===== config.mk =====
export PLATFORM = sky130hd
export DESIGN_NAME = remote_load_wb_queue
export DESIGN_NICKNAME = d
export VERILOG_FILES = /design/src/rtl/remote_load_wb_queue.sv
export SDC_FILE = /design/constraint.sdc
export NUM_CORES = 1
export LEC_CHECK = 0
export CORE_MARGIN = 3
export CORE_UTILIZATION = 60
export CTS_CLUSTER_DIAMETER = 40
export DETAILED_ROUTE_END_ITERATION = 8
export PLACE_DENSITY = 0.82
export RECOVER_POWER = 100
export SYNTH_ARGS = -nofsm -noshare
export SYNTH_HDL_FRONTEND = slang
export SYNTH_SLANG_ARGS = --single-unit

===== constraint.sdc =====
create_clock -name clk_i -period 11.71 [get_ports clk_i]
set_input_delay 2.342 -clock clk_i [delete_from_list [all_inputs] [get_ports clk_i]]
set_output_delay 2.342 -clock clk_i [all_outputs]
set_load 0.05 [all_outputs]

===== src/rtl/remote_load_wb_queue.sv =====
// Queue for long-latency remote/FP load responses. Entries drain into the integer
// RF write port on cycles the main pipeline leaves free, clearing the scoreboard per write.
module remote_load_wb_queue #(
  parameter int els_p             = 4,
  parameter int data_width_p      = 32,
  parameter int reg_els_p         = 32,
  parameter int starve_limit_p    = 8,
  parameter int x0_tied_to_zero_p = 0,
  localparam int id_width_lp      = $clog2(reg_els_p)
) (
  input  logic                      clk_i,
  input  logic                      reset_n_i,
  input  logic                      resp_v_i,
  output logic                      resp_ready_o,
  input  logic [id_width_lp-1:0]    resp_id_i,
  input  logic                      resp_simd_i,
  input  logic [4*data_width_p-1:0] resp_data_i,
  input  logic                      pipe_wb_v_i,
  output logic                      rf_wen_o,
  output logic [id_width_lp-1:0]    rf_waddr_o,
  output logic [data_width_p-1:0]   rf_wdata_o,
  output logic                      clear_o,
  output logic [id_width_lp-1:0]    clear_id_o,
  output logic                      stall_pipe_o,
  output logic                      empty_o
);

  localparam int ptr_w_lp  = (els_p > 1) ? $clog2(els_p) : 1;
  localparam int cnt_w_lp  = $clog2(els_p + 1);
  localparam int stv_w_lp  = $clog2(starve_limit_p + 1);
  localparam logic [stv_w_lp-1:0] starve_max_lp = stv_w_lp'(starve_limit_p);

  typedef struct packed {
    logic [id_width_lp-1:0]             id;
    logic                               simd;
    logic [3:0][data_width_p-1:0]       data;
  } entry_t;

  typedef enum logic {IDLE, BEAT} state_e;

  entry_t                mem_q [els_p];
  state_e                state_q, state_d;
  logic [cnt_w_lp-1:0]   count_q, count_d;
  logic [ptr_w_lp-1:0]   wr_ptr_q, wr_ptr_d, rd_ptr_q, rd_ptr_d;
  logic [1:0]            beat_q, beat_d;
  logic [stv_w_lp-1:0]   starve_q, starve_d;
  logic                  stall_q, stall_d;

  entry_t                head;
  logic                  head_v, fire, last, pop, push, suppress;
  logic [id_width_lp-1:0] addr;

  assign head         = mem_q[rd_ptr_q];
  assign head_v       = (state_q == BEAT);
  assign fire         = head_v & ~pipe_wb_v_i;
  assign last         = ~head.simd | (beat_q == 2'd3);
  assign pop          = fire & last;
  assign resp_ready_o = (count_q != cnt_w_lp'(els_p));
  assign push         = resp_v_i & resp_ready_o;

  // Lane base + beat wraps modulo the id space; an x0 beat still advances the FSM.
  assign addr       = head.id + id_width_lp'(beat_q);
  assign suppress   = (x0_tied_to_zero_p != 0) && (addr == '0);
  assign rf_wen_o   = fire & ~suppress;
  assign clear_o    = fire & ~suppress;
  assign rf_waddr_o = head_v ? addr : '0;
  assign clear_id_o = head_v ? addr : '0;
  assign rf_wdata_o = head_v ? head.data[beat_q] : '0;

  assign stall_pipe_o = stall_q;
  assign empty_o      = (count_q == '0);

  always_comb begin
    count_d  = count_q;
    wr_ptr_d = wr_ptr_q;
    rd_ptr_d = rd_ptr_q;
    beat_d   = beat_q;
    starve_d = starve_q;
    stall_d  = stall_q;
    case ({push, pop})
      2'b10:   count_d = count_q + cnt_w_lp'(1);
      2'b01:   count_d = count_q - cnt_w_lp'(1);
      default: count_d = count_q;
    endcase
    if (push) wr_ptr_d = wr_ptr_q + ptr_w_lp'(1);
    if (pop)  rd_ptr_d = rd_ptr_q + ptr_w_lp'(1);
    if (fire) beat_d = last ? 2'd0 : beat_q + 2'd1;
    if (fire)
      starve_d = '0;
    else if (head_v && pipe_wb_v_i && starve_q != starve_max_lp)
      starve_d = starve_q + stv_w_lp'(1);
    // Stall is held until the head entry's final beat, even across partial SIMD beats.
    if (pop)
      stall_d = 1'b0;
    else if (starve_d == starve_max_lp)
      stall_d = 1'b1;
    state_d = (count_d != '0) ? BEAT : IDLE;
  end

  always_ff @(posedge clk_i or negedge reset_n_i) begin
    if (!reset_n_i) begin
      state_q  <= IDLE;
      count_q  <= '0;
      wr_ptr_q <= '0;
      rd_ptr_q <= '0;
      beat_q   <= '0;
      starve_q <= '0;
      stall_q  <= 1'b0;
    end else begin
      state_q  <= state_d;
      count_q  <= count_d;
      wr_ptr_q <= wr_ptr_d;
      rd_ptr_q <= rd_ptr_d;
      beat_q   <= beat_d;
      starve_q <= starve_d;
      stall_q  <= stall_d;
    end
  end

  always_ff @(posedge clk_i) begin
    if (push) begin
      mem_q[wr_ptr_q].id   <= resp_id_i;
      mem_q[wr_ptr_q].simd <= resp_simd_i;
      mem_q[wr_ptr_q].data <= resp_data_i;
    end
  end

  always @(posedge clk_i) begin
    if (reset_n_i) begin
      assert (!(stall_q && pipe_wb_v_i));
      assert (!(push && resp_simd_i && resp_id_i == '0 && x0_tied_to_zero_p != 0));
    end
  end

endmodule


==> flow_summary.ini <==
[yosys]
async_flop_share_pct = 2.72
ys.flop_type = edfxtp_1
netlist_area_um2 = 21300
synth_cell_types = 41
synthesis.instances = 938
yosys_warnings = 0
seq_area_frac_synth_pct = 77.3
synth_enable_flop_cells = 536
ys_seq_elements = 551
syn_avg_cell_area_um2 = 22.7
syn_nets = 1088

[die]
rows = 68
die_area_um2 = 37800
die_y_um = 194
ios = 185
initial_core_util_pct = 61.2
core_um2 = 34800
fp.dieW_um = 194

[timing]
hold_viol_final = 0
finalCritPeriodShare_pct = 74.3
rsz0062_at_grt = no
setup_violations = 0
fmax_ghz = 0.115
relSlewSlack_pct = -190
skew_ps = 16.0
slew_viol_final = 417
setup-tns-final_ps = 0
finalCriticalPeriod_ps = 8700
worstMarginPinSlew_ps = 4340

[setup_path]
end_kind = flop
worstPathRequired_ps = 11790
crit_start = resp_v_i
cp.arrival_ps = 8780
rr_startpoint = count_q[0]
path_class = input port to flop
r2r_cells = 4
crit_fanout = 68
start_kind = input port

[layout]
final_cells = 1665
nFillCells = 1922
area_growth_pct = 19.7
layout.nets = 1293
layout_commonest_cell = edfxtp_1
multi_input_area_um2 = 4470
final_util_pct = 73.3
final_cell_mix = edfxtp_1 (536), dlygate4sd3_1 (180), mux4_2 (127)
seq_area_um2 = 16500
final_layout_size_suffix_gt1_share_pct = 19.9

[power_and_ir_drop]
pwr-share-seq_pct = 40.5
peakVddDrop_mv = 0.241
p_int_w = 0.00468
switching_share_pct = 33.6
power_frac_comb_pct = 33.3
power_w = 0.00704
p_switching_w = 0.00236
clockPowerShare_pct = 26.2
power.density_cell_area_nw_per_um2 = 276
total_leakage_power_nw = 8.40

[placed_design]
place_congestion = 0.732
numPortBuffers = 184
place_hpwl_mm = 24.0
place_inst = 1537

[grt]
antenna_found_initial = 16
grt_pass1_wl_mm = 64.5
met3_usage_pct = 5.27
grt-ovfl-total = 0
grt_usage_pct = 22.5
grt_pass1_vias = 10700
grt_max_degree = 74
met1_usage_pct = 30.8
met2_usage_pct = 36.9
grt_busiest_layer = met2

[route]
drt_pass1_iterations = 4
first_iter_violations = 588
wl_per_cell_um = 25.3
ant_nets = 0
vias_per_cell = 6.10
post-route-drc-count = 0
vias = 10200
routed_wl_mm = 42.1

[clock_tree]
cts.sinks = 551
cts_made_buffers = 59
clock_path_buffers = 3
post-cts-setup-buffers = 0
htreeDepth = 2
cts_resized = 0
cts-root-buf = clkbuf_16
insertion_delay_ps = 590
clkTransAtPathRegs_ps = 60
cts_hold_buf = 0
cts_tree = yes

[min_path]
hp-class = flop to flop
holdCritStartpoint = count_q[2]
whs_path_depth = 1

[outcome]
status = finished, violations left
failed_checks = max-capacitance violations, max-slew violations

[job]
drv_cap = 7
stage by stage:
| stage | instance area (µm²) | hold WS, ps | setup slack, ps |
|---|---|---|---|
| after floorplan | 21300 | 474 | 5730 |
| after global placement | 23500 | 496 | 5260 |
| after detailed placement | 23500 | 512 | 5250 |
| after CTS | 25500 | 520 | 4750 |
| after global routing | 25500 | 548 | 2430 |
| final | 25500 | 515 | 3010 |
state kept, by name, indices dropped and copies added (netlist names):
register,flops
mem_q,536
head_v,1
count_q,3
wr_ptr_q,2
stall_pipe_o,1
beat_q,2
rd_ptr_q,2
starve_q,4
synthesized netlist by cell type (9+ instances only):
master | number | area [µm²]
mux2i_1 | 66 | 661
o22ai_1 | 25 | 156
buf_2 | 14 | 70.1
edfxtp_1 | 536 | 16100
mux4_2 | 127 | 2860
dfrtp_1 | 15 | 375
nor2_1 | 9 | 33.8
clkbuf_1 | 10 | 37.5
ha_1 | 10 | 125
and3_1 | 11 | 68.8
inv_1 | 12 | 45.0
buf_4 | 18 | 135
critical path, stage by stage:
cell and delay, ps:
dlygate4sd3_1 610, and3_1 2510, clkbuf_1 3140
final cells by class:
cell class | count | area share [%]
tap | 455 | 2.23
sequential | 551 | 64.6
clock buffer | 69 | 5.94
multi-input combinational | 323 | 17.5
antenna | 17 | 0.167
clock inverter | 42 | 1.81
timing repair buffer | 196 | 7.51
inverter | 12 | 0.177
power groups by stage:
| stage | registers, W | clock network, W | logic [W] |
|---|---|---|---|
| after CTS | 0.00283 | 0.00188 | 0.00244 |
| after global routing | 0.00289 | 0.00196 | 0.00248 |
| final | 0.00285 | 0.00185 | 0.00234 |
| after detailed placement | 0.00287 | 0 | 0.00242 |
| after floorplan | 0.00275 | 0 | 0.00186 |
| after global placement | 0.00284 | 0 | 0.00239 |
final timing paths:
kind / slack, ps / to
hold reg to reg: 510 / count_q[2]
min in group asynchronous: 2290 / head_v
max in group asynchronous: 8850 / beat_q[0]
hold / removal: 510 / count_q[2]
setup / recovery: 3010 / mem_q[1][3]
setup reg to reg: 4710 / mem_q[1][3]
cell families after synthesis:
logic type                 after synthesis  synth area share (%)
DFF                                    551                  77.3
muxes                                  194                  16.6
buffers and inverters                   64                  1.67
AOI/OAI and AO/OA                       57                  1.94
and+or+nand+nor                         50                  1.28
adders and majority gates               12                 0.775
xor gates and xnor gates                10                 0.411
metal layers:
layer,vias to the layer above,share of wire (%)
li1,4395,-
met1,5295,38
met2,381,52
met3,73,7.8
met4,10,2.0
met5,-,0.13
Power figures use the tool's default switching activity.
